### src/rtl/keypad_scan.sv
// rtl/keypad_scan.sv - Matrix keypad scanner with frame debounce; event FIFO when KEYPAD_SCAN_EVENT_FIFO_EN is defined
module keypad_scan #(
  parameter int ROWS       = 4,
  parameter int COLS       = 4,
  parameter int CLK_DIV    = 100,
  parameter int DEBOUNCE   = 3,
  parameter int FIFO_DEPTH = 8,
  localparam int K         = ROWS * COLS,
  localparam int CW        = (K > 1) ? $clog2(K) : 1
) (
  input  logic            clk,
  input  logic            rst,
  input  logic [ROWS-1:0] keypad_row,
  output logic [COLS-1:0] keypad_col,
  output logic [K-1:0]    keys,
  output logic            evt_valid,
  input  logic            evt_ready,
  output logic            evt_press,
  output logic [CW-1:0]   evt_code,
  output logic            evt_overflow
);

  localparam int DW   = $clog2(CLK_DIV);
  localparam int COLW = (COLS > 1) ? $clog2(COLS) : 1;

  typedef enum logic [1:0] {
`ifdef KEYPAD_SCAN_EVENT_FIFO_EN
    DISPATCH = 2'd2,
`endif
    SCAN     = 2'd0,
    COMMIT   = 2'd1
  } state_t;

  state_t          state_q, state_d;
  logic [DW-1:0]   div_cnt_q;
  logic [COLW-1:0] col_idx_q;
  logic [K-1:0]    raw_q;
  logic            frame_done_q;
  logic [K-1:0]    keys_q;
  logic [3:0]      db_cnt_q [K];
  logic [K-1:0]    flip;
  logic            tick;

  assign tick       = (div_cnt_q == DW'(CLK_DIV - 1));
  assign keypad_col = ~(COLS'(1) << col_idx_q);
  assign keys       = keys_q;

  // Column divider: sample the driven column on each tick, then step to the next one
  always_ff @(posedge clk or negedge rst) begin
    if (!rst) begin
      div_cnt_q    <= '0;
      col_idx_q    <= '0;
      raw_q        <= '0;
      frame_done_q <= 1'b0;
    end else begin
      frame_done_q <= 1'b0;
      if (tick) begin
        div_cnt_q <= '0;
        for (int c = 0; c < COLS; c++) begin
          if (col_idx_q == COLW'(c)) raw_q[c*ROWS +: ROWS] <= ~keypad_row;
        end
        if (col_idx_q == COLW'(COLS - 1)) begin
          col_idx_q    <= '0;
          frame_done_q <= 1'b1;
        end else begin
          col_idx_q <= col_idx_q + COLW'(1);
        end
      end else begin
        div_cnt_q <= div_cnt_q + DW'(1);
      end
    end
  end

  // Keys that have disagreed with their stable state for DEBOUNCE frames including this one
  always_comb begin
    flip = '0;
    for (int k = 0; k < K; k++) begin
      flip[k] = (raw_q[k] != keys_q[k]) && (db_cnt_q[k] == 4'(DEBOUNCE - 1));
    end
  end

  // Debounce commit: once per frame, flip settled keys and advance or clear counters
  always_ff @(posedge clk or negedge rst) begin
    if (!rst) begin
      keys_q <= '0;
      for (int k = 0; k < K; k++) db_cnt_q[k] <= '0;
    end else if (state_q == COMMIT) begin
      keys_q <= keys_q ^ flip;
      for (int k = 0; k < K; k++) begin
        if ((raw_q[k] == keys_q[k]) || flip[k]) db_cnt_q[k] <= '0;
        else                                    db_cnt_q[k] <= db_cnt_q[k] + 4'd1;
      end
    end
  end

  // Frame state register
  always_ff @(posedge clk or negedge rst) begin
    if (!rst) state_q <= SCAN;
    else      state_q <= state_d;
  end

`ifdef KEYPAD_SCAN_EVENT_FIFO_EN
  localparam int AW = $clog2(FIFO_DEPTH);

  logic [CW-1:0] disp_idx_q;
  logic [K-1:0]  chg_q;
  logic [CW:0]   mem_q [FIFO_DEPTH];
  logic [AW:0]   wr_ptr_q, rd_ptr_q;
  logic [CW:0]   head;
  logic          push_req, full, pop, do_push, overflow_q;

  // Next state: a frame commits, then every key index is visited once for events
  always_comb begin
    state_d = state_q;
    case (state_q)
      SCAN:     if (frame_done_q) state_d = COMMIT;
      COMMIT:   state_d = DISPATCH;
      DISPATCH: if (disp_idx_q == CW'(K - 1)) state_d = SCAN;
      default:  state_d = SCAN;
    endcase
  end

  // Change flags: raised on a committed flip, cleared as dispatch passes each key
  always_ff @(posedge clk or negedge rst) begin
    if (!rst)                       chg_q <= '0;
    else if (state_q == COMMIT)     chg_q <= chg_q | flip;
    else if (state_q == DISPATCH)   chg_q[disp_idx_q] <= 1'b0;
  end

  // Dispatch index walks 0..K-1 in ascending order so lower codes queue first
  always_ff @(posedge clk or negedge rst) begin
    if (!rst) disp_idx_q <= '0;
    else if (state_q == DISPATCH)
      disp_idx_q <= (disp_idx_q == CW'(K - 1)) ? '0 : disp_idx_q + CW'(1);
  end

  assign push_req = (state_q == DISPATCH) && chg_q[disp_idx_q];
  assign full     = (wr_ptr_q[AW] != rd_ptr_q[AW]) && (wr_ptr_q[AW-1:0] == rd_ptr_q[AW-1:0]);
  assign pop      = evt_valid && evt_ready;
  assign do_push  = push_req && (!full || pop);
  assign head     = mem_q[rd_ptr_q[AW-1:0]];

  // Event storage; contents only matter behind a valid read pointer
  always_ff @(posedge clk) begin
    if (do_push) mem_q[wr_ptr_q[AW-1:0]] <= {keys_q[disp_idx_q], disp_idx_q};
  end

  // FIFO pointers and drop pulse; a pop frees the slot for a same-cycle push
  always_ff @(posedge clk or negedge rst) begin
    if (!rst) begin
      wr_ptr_q   <= '0;
      rd_ptr_q   <= '0;
      overflow_q <= 1'b0;
    end else begin
      if (do_push) wr_ptr_q <= wr_ptr_q + (AW+1)'(1);
      if (pop)     rd_ptr_q <= rd_ptr_q + (AW+1)'(1);
      overflow_q <= push_req && full && !pop;
    end
  end

  assign evt_valid    = (wr_ptr_q != rd_ptr_q);
  assign evt_press    = evt_valid & head[CW];
  assign evt_code     = evt_valid ? head[CW-1:0] : '0;
  assign evt_overflow = overflow_q;
`else
  logic unused_evt_ready;

  // Next state: commit returns straight to scanning
  always_comb begin
    state_d = state_q;
    case (state_q)
      SCAN:    if (frame_done_q) state_d = COMMIT;
      COMMIT:  state_d = SCAN;
      default: state_d = SCAN;
    endcase
  end

  assign unused_evt_ready = evt_ready;
  assign evt_valid        = 1'b0;
  assign evt_press        = 1'b0;
  assign evt_code         = '0;
  assign evt_overflow     = 1'b0;
`endif

endmodule

### config.mk
export PLATFORM = sky130hd
export DESIGN_NAME = keypad_scan
export DESIGN_NICKNAME = d
export VERILOG_FILES = /design/src/rtl/keypad_scan.sv
export SDC_FILE = /design/constraint.sdc
export NUM_CORES = 1
export LEC_CHECK = 0
export BUFFER_PORTS_ARGS = -buffer_cell sky130_fd_sc_hd__buf_4
export CORE_MARGIN = 4
export CORE_UTILIZATION = 30
export CTS_CLUSTER_SIZE = 10
export DETAILED_ROUTE_END_ITERATION = 8
export GPL_TIMING_DRIVEN = 0
export SYNTH_ARGS = -nofsm -noshare
export SYNTH_HDL_FRONTEND = slang
export SYNTH_SLANG_ARGS = --single-unit
### constraint.sdc
create_clock -name clk -period 1.6 [get_ports clk]
set_clock_uncertainty 0.2 [all_clocks]
set_input_delay 0.08 -clock clk [delete_from_list [all_inputs] [get_ports clk]]
set_output_delay 0.08 -clock clk [all_outputs]
set_load 0.1 [all_outputs]
==> key figures <==
Clocking
  – Clock tree from TritonCTS: done
  – Clock net sink count: 107
  – Clk_lat worst skew: 0.36 ns
  – TritonCTS Buffers: 9
  – Deepest clock path buffer count: 2
  – Library cell used as clock root buffer: clkbuf_16
  – Reg clk slew, reported paths: 0.08 ns
  – CTS H-tree depth: 3

Hold path
  – Min-Delay Path Class: input port to async pin

STA
  – Final setup vio count: 12
  – Period Utilization, post-route: 111%
  – Pins over their slew limit: 0
  – Setup repair after global routing missed its margin: yes
  – Summed negative setup slack over all endpoints: -0.416 ns
  – Final hold slack: -0.0312 ns
  – Upper clock frequency limit: 563 MHz
  – Hold violation total from the final report: 29
  – Final critical path time including I/O delays and setup: 1.78 ns
  – Setup WS post-layout: -0.175 ns

Final layout
  – Fill cells: 1708
  – Area delta synth->final: 28.0%
  – Number of antenna cells inserted: 0
  – Final #Nets: 628
  – Share of post-route cells with drive strength above 1: 29.0%

Global routing
  – Pin count of the biggest net entering global routing: 108
  – Global-route wire length before repair: 19.6 mm
  – Aggregate global routing overflow: 0
  – Vias in the first global route: 3945
  – All-Layer GR Usage: 12.1%
  – Initial antenna violation count: 0

Outcome
  – Outcome: finished with violations
  – Failing checks: negative hold slack, negative setup slack

Synth
  – Count of mapped cells out of synthesis: 507
  – Synth Cell Area: 5450 µm²
  – Distinct cell type count of the synthesized netlist: 42
  – Most frequently used flop master after synthesis: dfrtp_1
  – Flip-flop and latch count after synthesis: 107
  – Number of enable flip-flop cells after synthesis: 0
  – Post-synth top area cell: dfrtp_1
  – Most common cell in the synthesized netlist: dfrtp_1
  – Biggest area contributors in the synthesized netlist: dfrtp_1 49%, ha_1 8.5%, xnor2_1 4.2%, xor2_1 3.2%, mux2i_1 2.9%
  – Proportion of register bits with asynchronous set or reset after synthesis: 100%
  – Most numerous cell types in the synthesized netlist: 107 x dfrtp_1, 41 x nor2_1, 37 x ha_1, 35 x inv_1, 30 x nand2_1
  – Sequential area share after synthesis: 49.1%
  – Count of yosys warnings during synthesis: 0
  – Top-area cell type share of the netlist area: 49.1%
  – Avg Cell Area, Syn: 10.8 µm²

Routing
  – Detailed-route wire length per cell: 14.7 µm
  – Number of iterations in the first detailed-routing pass: 4
  – Aggregate routed wire length: 12.0 mm
  – Number of vias in the routed layout: 3925
  – Via density per instance: 4.80
  – Drt initial violations: 218
  – Count of antenna-violating nets left after detailed routing: 0
  – Drc violations: 0

Power
  – Pwr per Cell Area: 777 nW/µm²
  – Leakage component of the power: 3.24 nW
  – Peak VDD IR: 607 µV

Run
  – Max-cap viol count: 0

Place
  – DP Wirelength: 7.91 mm
  – Port-buffer cells: 25
  – Routability congestion estimate from global placement: 0.754
  – Pre-CTS setup slack: -0.205 ns

Critical path
  – Number of cells on the critical path: 5
  – Worst Path Max Fanout: 2
  – Nature of the critical path endpoint: flip-flop
  – Critical path class: flip-flop to flip-flop
  – Launch point of the worst path: db_cnt_q[4]
  – Family with the most delay on the worst path: simple AND/OR/NAND/NOR gates
  – CP required: 1.64 ns
  – Reg2reg path depth: 5
  – Worst path arrival time: 1.82 ns
  – Cell chain of the critical path: inv_2 -> ha_1 -> or3b_1 -> or2_1 -> mux2_4
  – Kind of start point of the critical path: flip-flop
  – Worst reg2reg path startpoint: db_cnt_q[4]
  – Worst R2R Setup Slack: -0.18 ns
  – Slowest-stage cell, CP: dfrtp_1
  – Buffering stage count on the worst path with inverters included: 1
  – Slowest stage delay, CP: 0.39 ns

Floorplan
  – Cell Rows: 49
  – Die extent in y: 143 µm
  – Die Outline Area: 20400 µm²
  – Boundary pin count: 34
  – Chip Width: 143 µm
  – Starting density of the core: 30.5%
  – Core Box Area: 17900 µm²
repair_timing:
item,in CTS,in global routing
hold buffers,4,1
resized for setup,38,56
buffers inserted,7,20
endpoints found under the setup margin,83,89
cloned,0,2
pin swaps,1,18
hold endpoints to repair,123,107
layout make-up:
type,count,area (µm²),share of cell area (%)
Sequential cell,107,2700,38.7
Clock inverter,7,111,1.59
Timing Repair Buffer,60,563,8.06
Clock buffer,9,225,3.23
Multi-Input combinational cell,349,2780,39.8
Buffer,21,168,2.40
Inverter,36,146,2.10
Tap cell,229,287,4.10
worst register-to-register path, delay by kind of cell (launching register included):
kind | cells | cell delay [ns]
and+or+nand+nor | 2 | 0.59
DFF | 1 | 0.39
muxes | 1 | 0.30
buffers and inverters | 1 | 0.06
adders and majority gates | 1 | 0.12
cell usage in the layout, fill, tap and decap left out, types with 3 or more instances in the layout:
cell | synthesis | layout
o31ai_1 | 5 | 4
xor2_1 | 20 | 20
and3_1 | 5 | 5
xnor2_1 | 26 | 26
a21oi_1 | 11 | 10
ha_1 | 37 | 30
nor2_1 | 41 | 39
clkbuf_16 | 0 | 10
dlygate4sd3_1 | 0 | 5
inv_1 | 35 | 27
buf_12 | 0 | 4
nand2b_1 | 11 | 10
nand3_1 | 12 | 8
inv_4 | 0 | 3
dfrtp_1 | 107 | 89
nand3b_1 | 4 | 4
nor3b_2 | 0 | 9
o21a_1 | 9 | 9
nor2b_1 | 14 | 13
nand4_1 | 11 | 11
nand2_1 | 30 | 29
ha_4 | 0 | 5
o21ai_0 | 17 | 13
buf_2 | 7 | 4
inv_2 | 1 | 5
a211o_1 | 3 | 3
mux2i_1 | 16 | 16
clkinvlp_4 | 0 | 3
buf_4 | 10 | 55
conb_1 | 1 | 7
mux2_2 | 14 | 13
dfrtp_2 | 0 | 17
buf_6 | 0 | 8
o2bb2ai_1 | 16 | 16
a31oi_1 | 14 | 12
worst min path at each step:
stage                        startpoint     endpoint  cells after the start
final                               rst  db_cnt_q[8]                      2
after global routing                rst  db_cnt_q[8]                      2
after CTS                           rst  db_cnt_q[8]                      1
after detailed placement  keypad_row[3]     raw_q[3]                      2
after global placement    keypad_row[3]     raw_q[7]                      2
after floorplan                     rst    async pin                      0
logic make-up after synthesis:
kind of cell	count (synthesis)	synth area share (%)
AOI/OAI and AO/OA	78	9.61
muxes	31	6.10
other	1	0.0688
adders and majority gates	37	8.49
xor gates and xnor gates	46	7.39
DFF	107	49.1
buffers and inverters	57	4.77
and+or+nand+nor	150	14.5
per-stage QoR:
stage	hold WS, ns	power (W)	std cells	utilization (%)	instance area [µm²]
6_report	-0.0312	0.00543	818	39.0	6980
5_1_grt	-0.0167	0.00563	818	39.0	6980
4_1_cts	-0.104	0.00549	794	36.7	6560
3_5_place_dp	0.113	0.00297	767	33.4	5980
3_3_place_gp	0.109	0.00296	767	33.4	5980
2_1_floorplan	-0.416	0.00288	513	-	5510
where the power goes:
| group | leakage [nW] | total (W) | switching [W] | internal, W |
|---|---|---|---|---|
| clock network | 0.157 | 0.00250 | 0.00110 | 0.00140 |
| logic | 1.69 | 0.000203 | 0.000152 | 0.0000514 |
| registers | 1.39 | 0.00273 | 0.0000125 | 0.00271 |
per-layer routing:
metal	up-vias	wire length (µm)	GRT usage [%]
met1	1968	5350	14.8
met5	-	0	0
li1	1875	-	-
met4	0	207	4.05
met3	16	546	3.58
met2	66	5940	20.5
(Power assumes the default switching activity.)
